--- src/rtl/inc_stream_check.sv ---
// inc_stream_check: checks that valid samples form a +1 (mod 256) stream, locks after a clean run, counts sequence errors
module inc_stream_check #(
  parameter int P_DELAY    = 1,
  parameter int P_LOCK_CNT = 4
) (
  input  logic        CLK_I,
  input  logic        RST_X,
  input  logic [7:0]  DATA_I,
  input  logic        VALID_I,
  input  logic        CLR_I,
  output logic        LOCKED_O,
  output logic        ERR_O,
  output logic [15:0] ERR_CNT_O,
  output logic [7:0]  EXP_O
);
  typedef enum logic [1:0] {IDLE, ACQ, LOCK} state_t;
  localparam logic [3:0] LOCK_RUN = 4'(P_LOCK_CNT);
  localparam int unused_delay = P_DELAY;
  state_t state;
  logic [3:0] run;
  logic [3:0] run_inc;
  logic [7:0] nxt;
  logic hit;
  assign run_inc = run + 4'd1;
  assign nxt = DATA_I + 8'd1;
  assign hit = DATA_I == EXP_O;
  // sequence FSM with registered outputs; a clear always wins over an error increment on the same edge
  always_ff @(posedge CLK_I) begin
    if (!RST_X) begin
      state     <= IDLE;
      run       <= 4'd0;
      LOCKED_O  <= 1'b0;
      ERR_O     <= 1'b0;
      ERR_CNT_O <= 16'h0000;
      EXP_O     <= 8'h00;
    end else begin
      ERR_O <= 1'b0;
      if (VALID_I) begin
        EXP_O <= nxt;
        case (state)
          IDLE: begin
            run   <= 4'd0;
            state <= ACQ;
          end
          ACQ: begin
            if (hit && run_inc == LOCK_RUN) begin
              run      <= 4'd0;
              state    <= LOCK;
              LOCKED_O <= 1'b1;
            end else begin
              run <= hit ? run_inc : 4'd0;
            end
          end
          LOCK: begin
            if (!hit) begin
              ERR_O     <= 1'b1;
              run       <= 4'd0;
              state     <= ACQ;
              LOCKED_O  <= 1'b0;
              ERR_CNT_O <= (ERR_CNT_O == 16'hFFFF) ? ERR_CNT_O : ERR_CNT_O + 16'd1;
            end
          end
          default: begin
            run      <= 4'd0;
            state    <= IDLE;
            LOCKED_O <= 1'b0;
          end
        endcase
      end
      if (CLR_I) ERR_CNT_O <= 16'h0000;
    end
  end
endmodule

--- config.mk ---
export PLATFORM = sky130hd
export DESIGN_NAME = inc_stream_check
export DESIGN_NICKNAME = d
export VERILOG_FILES = /design/src/rtl/inc_stream_check.sv
export SDC_FILE = /design/constraint.sdc
export NUM_CORES = 1
export LEC_CHECK = 0
export ABC_AREA = 1
export CAP_MARGIN = 20
export CELL_PAD_IN_SITES_DETAIL_PLACEMENT = 2
export CELL_PAD_IN_SITES_GLOBAL_PLACEMENT = 2
export CORE_MARGIN = 1.5
export CORE_UTILIZATION = 36
export CTS_BUF_LIST = sky130_fd_sc_hd__clkbuf_8 sky130_fd_sc_hd__clkbuf_16
export CTS_CLUSTER_DIAMETER = 40
export DETAILED_ROUTE_END_ITERATION = 16
export DONT_BUFFER_PORTS = 1
export HOLD_SLACK_MARGIN = 0.06
export PLACE_DENSITY_LB_ADDON = 0.1
export SLEW_MARGIN = 20
export SYNTH_ARGS = -nofsm -noshare
export SYNTH_HDL_FRONTEND = slang
export SYNTH_SLANG_ARGS = --single-unit
--- constraint.sdc ---
create_clock -name CLK_I -period 4.1 [get_ports CLK_I]
set_clock_uncertainty 0.15 [all_clocks]
set_input_delay 0.82 -clock CLK_I [delete_from_list [all_inputs] [get_ports CLK_I]]
set_output_delay 0.82 -clock CLK_I [all_outputs]
set_load 0.01 [all_outputs]
; Yosys cells after proc, flatten, opt, wreduce, memory -nomap -nowiden
; Cells that the tools add are included.
[op_classes]
add_sub_neg = 3
eq_ne = 7
muxes = 11
n_bitwise = 4
reduce_logical = 8
[ops]
columns = cell, count
row1 = $add A16 B1 Y16 const B, 1
row2 = $eq A16 B16 Y1 const B, 1
row3 = $mux W4, 3
row4 = $add A8 B1 Y8 const B, 1
row5 = $eq A8 B8 Y1, 1
row6 = $pmux W4 S2, 1
row7 = $reduce_and A4 Y1, 2
row8 = $pmux W2 S3, 1
row9 = $reduce_and A3 Y1, 2
row10 = $add A4 B1 Y4 const B, 1
row11 = $eq A4 B3 Y1 const B, 1
row12 = $mux W2, 2
row13 = $ne A2 B2 Y1 const B, 2
row14 = $not A1 Y1, 4
row15 = $mux W1, 3
row16 = $pmux W1 S3, 1
row17 = $eq A2 B1 Y1 const B, 1
row18 = $eq A2 B2 Y1 const B, 1
row19 = $logic_not A2 Y1, 1
row20 = $reduce_and A2 Y1, 1
row21 = $reduce_or A2 Y1, 1
row22 = $logic_and A1 B1 Y1, 1
[word_totals]
reg_bits = 32
out_inout_bits = 26
wordCells = 39

; Logic depth before layout (Yosys ltp)
[depth]
word_depth = 5
depth_mapped = 12
depth_no_buf = 12

; Worst setup path after synthesis
; OpenSTA, ideal clock, no wires.
[synth_path]
path_type = input port to flip-flop
start = input port DATA_I[4]
end = register ERR_CNT_O[4]
setup_ps = 142
arrival_time_ps = 1655
required_ps = 3808
path_slack_ps = 2153
stages = 11
path_buffers = 1
path_cell_list = inv_1 -> nand2_1 -> nand2_1 -> inv_1 -> nand2_1 -> nor2_1 -> nand2_1 -> nand3_2 -> buf_6 -> nand2_1 -> a21oi_2
[synth_via]
elab_chain_len = 3
[synth_rtl]
columns = item, line
row1 = start: declaration, 8  ; input logic [7:0] DATA_I,
row2 = $eq A8 B8 Y1, 26  ; assign hit = DATA_I == EXP_O;
row3 = $not A1 Y1 (no source line), --
row4 = $reduce_and A4 Y1 (no source line), --
row5 = end signal: assignment, 60  ; ERR_CNT_O <= (ERR_CNT_O == 16'hFFFF) ? ERR_CNT_O : ERR_CNT_O + 16'd1;
row6 = end: declaration, 13  ; output logic [15:0] ERR_CNT_O,
; Every way passes these cells.
; A chain may end at the register's enable or synchronous reset.

; Final worst setup path
[layout_path]
start = input port DATA_I[3]
end = register ERR_CNT_O[12]
; The elaborated chain is that of the path after synthesis.

==> run_summary.xml <==
<?xml version="1.0" encoding="UTF-8"?>
<metrics>
  <group name="logic_synthesis">
    <metric name="ys_seq_elements" unit="">32</metric>
    <metric name="post_synth.cell_area_avg" unit="sq um">6.29</metric>
    <metric name="synthesis.yosys.warnings" unit="">0</metric>
    <metric name="synth_seq_area_share" unit="%">30.7</metric>
    <metric name="postSynth.topFlopCell" unit="">dfxtp_1</metric>
    <metric name="synth_top_cell_by_area" unit="">dfxtp_1</metric>
    <metric name="net_count_after_synthesis" unit="">348</metric>
    <metric name="synth_top_family_by_area" unit="">simple AND/OR/NAND/NOR gates</metric>
    <metric name="synth_compound_gate_area_share" unit="%">10.5</metric>
    <metric name="syn_area" unit="sq um">2090</metric>
    <metric name="synth-xor-area-share" unit="%">5.04</metric>
    <metric name="muxShareOfSynthArea" unit="%">0</metric>
    <metric name="synth-edff-count" unit="">0</metric>
    <metric name="post-synth-top-count-cell" unit="">nand2_1</metric>
    <metric name="yosys.area.top_type_share" unit="%">30.7</metric>
    <metric name="synth_cells" unit="">332</metric>
    <metric name="synth-simple-area-share" unit="%">40.3</metric>
    <metric name="netlist_top_cells_area" unit="">dfxtp_1 31%, nand2_1 19%, inv_1 8.8%</metric>
    <metric name="yosys-top-cells-count" unit="">107 x nand2_1, 49 x inv_1, 32 x dfxtp_1</metric>
    <metric name="async_flop_share" unit="%">0</metric>
    <metric name="synth-adder-area-share" unit="%">2.40</metric>
    <metric name="yosysUniqueCellTypes" unit="">24</metric>
  </group>
  <group name="power">
    <metric name="combinationalPowerShare" unit="%">9.3</metric>
    <metric name="power_per_cell_area" unit="nW/um^2">318</metric>
    <metric name="total_power" unit="W">0.000715</metric>
    <metric name="netSwitchingPower" unit="W">0.000195</metric>
    <metric name="vdd_drop_max" unit="mV">0.118</metric>
    <metric name="internal_cell_power" unit="W">0.000520</metric>
    <metric name="p_clk_share" unit="%">43.8</metric>
    <metric name="total_leakage_power" unit="nW">0.979</metric>
    <metric name="sequentialPowerShare" unit="%">46.9</metric>
    <metric name="swShare" unit="%">27.3</metric>
  </group>
  <group name="sta">
    <metric name="setup-violations-final" unit="">0</metric>
    <metric name="final-max-slew-violation-count" unit="">0</metric>
    <metric name="grt_setup_unrepaired" unit="">no</metric>
    <metric name="layout_min_cycle_time" unit="ns">2.36</metric>
    <metric name="fmaxAchievable" unit="GHz">0.424</metric>
    <metric name="setup_total_negative_slack" unit="ns">0</metric>
    <metric name="post-route-period-util" unit="%">57.5</metric>
    <metric name="timing_hold_violations_final" unit="">0</metric>
    <metric name="max_slew_margin" unit="%">52.7</metric>
    <metric name="tightest_pin_transition" unit="ns">0.708</metric>
  </group>
  <group name="setup_path">
    <metric name="crit_fanout" unit="">16</metric>
    <metric name="setup.reg_to_reg.worst_slack" unit="ns">1.76</metric>
    <metric name="worstPathRequired" unit="ns">4.11</metric>
    <metric name="timing.critical_path.from_type" unit="">primary input</metric>
    <metric name="setup.worst_path.end_class" unit="">register</metric>
    <metric name="rr_startpoint" unit="">ERR_CNT_O[0]</metric>
    <metric name="critical_path_arrival" unit="ns">2.36</metric>
    <metric name="worst_setup_path_type" unit="">primary input to register</metric>
    <metric name="timing.critical_path.from" unit="">DATA_I[3]</metric>
  </group>
  <group name="global_route">
    <metric name="grtUsageTotal" unit="%">23.7</metric>
    <metric name="antenna_violations_before_repair" unit="">0</metric>
    <metric name="grt_start_max_net_pins" unit="">18</metric>
    <metric name="global_route_wire_length_before_repair" unit="um">11400</metric>
    <metric name="globalRouteOverflowTotal" unit="">0</metric>
    <metric name="grt_pass1_vias" unit="">2303</metric>
  </group>
  <group name="cells_and_area">
    <metric name="final_net_count" unit="">348</metric>
    <metric name="layout.area.seq" unit="sq um">641</metric>
    <metric name="diodes" unit="">0</metric>
    <metric name="layout-drive-gt1-share" unit="%">7.21</metric>
    <metric name="syn_to_final_growth" unit="%">7.73</metric>
    <metric name="multi_input_comb_area" unit="sq um">1210</metric>
    <metric name="final.fill_count" unit="">695</metric>
  </group>
  <group name="route">
    <metric name="ant_nets" unit="">0</metric>
    <metric name="routed-via-count" unit="">2122</metric>
    <metric name="wl_per_cell" unit="um">16.8</metric>
    <metric name="drt_pre_antenna_iters" unit="">4</metric>
    <metric name="detail_route.drc_violations" unit="">0</metric>
    <metric name="routed_via_density" unit="">5.24</metric>
    <metric name="first_iter_violations" unit="">75</metric>
    <metric name="totalWireLength" unit="um">6820</metric>
  </group>
  <group name="cts">
    <metric name="postCtsResizedCells" unit="">0</metric>
    <metric name="clk-insertion-delay-late" unit="ns">0.30</metric>
    <metric name="clockRootBuffer" unit="">clkbuf_8</metric>
    <metric name="largest_buffer_count_on_any_clock_path" unit="">2</metric>
    <metric name="cts-buffers-inserted" unit="">5</metric>
    <metric name="cts.sinks" unit="">32</metric>
    <metric name="cts-htree-levels" unit="">2</metric>
    <metric name="cts_tree" unit="">yes</metric>
    <metric name="post_cts_setup_buffers" unit="">0</metric>
    <metric name="post_cts_hold_buffer_count" unit="">0</metric>
    <metric name="clk_transition_reported_paths" unit="ns">0.07</metric>
  </group>
  <group name="floorplan">
    <metric name="floorplan.io_pins" unit="">38</metric>
    <metric name="initial_core_util" unit="%">37.7</metric>
    <metric name="die_ar" unit="sq um">6260</metric>
    <metric name="die_width" unit="um">79.1</metric>
    <metric name="coreArea" unit="sq um">5540</metric>
    <metric name="dieHeight" unit="um">79.1</metric>
    <metric name="floorplan.rows" unit="">27</metric>
  </group>
  <group name="min_path">
    <metric name="min-delay-path-class" unit="">register to register</metric>
    <metric name="hold_path.startpoint" unit="">run[3]</metric>
  </group>
  <group name="placed_design">
    <metric name="routability_driven_placement_congestion_ratio" unit="">0.732</metric>
    <metric name="dpl.hpwl" unit="um">5020</metric>
    <metric name="buffer_ports.inserted" unit="">0</metric>
  </group>
  <group name="outcome">
    <metric name="outcome" unit="">completed</metric>
  </group>
  <group name="job">
    <metric name="cap_viol_max_count" unit="">0</metric>
  </group>
</metrics>
==> layer usage <==
layer	routed length (um)	track usage (%)
met5	0	0
met4	190	10.7
met1	2880	26.3
met3	283	4.71
met2	3460	43.2
==> final timing paths <==
check,to,depth (start not counted)
worst max register to register,ERR_CNT_O[12],7
worst min-delay path,run[3],2
worst min register to register,run[3],2
worst max-delay path,ERR_CNT_O[12],10
==> state kept, by name, summed over array words and instances (netlist names) <==
register and count:
state 2, EXP_O 8, LOCKED_O 1, run 4
ERR_CNT_O 16, ERR_O 1
==> power by group through the flow <==
stage / Sequential [W] / Combinational [W] / Clock (W)
4_1_cts: 0.000335 / 0.0000678 / 0.000320
5_1_grt: 0.000337 / 0.0000788 / 0.000329
3_3_place_gp: 0.000342 / 0.0000623 / 0
6_report: 0.000335 / 0.0000668 / 0.000314
2_1_floorplan: 0.000339 / 0.0000534 / 0
3_5_place_dp: 0.000343 / 0.0000657 / 0
==> cells in the final DEF (no fill, tap or decap) <==
cell type    n
nand3_2      1
a31oi_1      1
xor2_1      11
bufinv_16    1
xnor2_1      1
nor2_2       1
inv_1       50
clkinv_2     1
a21oi_1     16
nand2_1    107
nand3_1     20
nand4_4      1
nor2_1      30
nor3_1       4
nand4_1     21
ha_1         4
dfxtp_1     32
nand3b_1     2
inv_2        2
o21ai_0      9
clkinv_1     1
nor2_4       2
a21oi_2     10
clkbuf_8     5
==> logic make-up (layout without fill, tap and decap cells) <==
kind of cell | count (synthesis) | after routing
buffers and inverters | 59 | 60
XOR/XNOR | 12 | 12
AO/OA/AOI/OAI | 36 | 36
flip-flops | 32 | 32
adder cells (fa/ha/maj) | 4 | 4
AND/OR/NAND/NOR | 189 | 189
==> worst max-delay path, stage by stage <==
cell	delay (ns)
inv_1	0.09
nand2_1	0.07
nand2_1	0.11
inv_1	0.07
nand2_1	0.07
nor2_1	0.05
nand2_1	0.37
nand3_2	0.43
nand2_1	0.22
a21oi_2	0.07
==> cell type report <==
| cell class | count | share of cell area [%] |
|---|---|---|
| inverter | 52 | 8.68 |
| sequential | 32 | 28.5 |
| clock inverter | 3 | 1.73 |
| multi-input combinational | 241 | 54.0 |
| clock buffer | 5 | 3.06 |
| tap | 72 | 4.01 |
==> through the flow <==
stage	cell area (sq um)	std cells	hold WS (ns)	utilization, %	worst slack (ns)
2_1_floorplan	2090	332	0.321	-	2.15
3_3_place_gp	2140	397	0.334	38.6	1.62
3_5_place_dp	2140	397	0.358	38.6	1.50
4_1_cts	2250	405	0.374	40.6	1.76
5_1_grt	2250	405	0.393	40.6	1.58
6_report	2250	405	0.362	40.6	1.74
No activity file was read; power rests on OpenSTA's default activity.
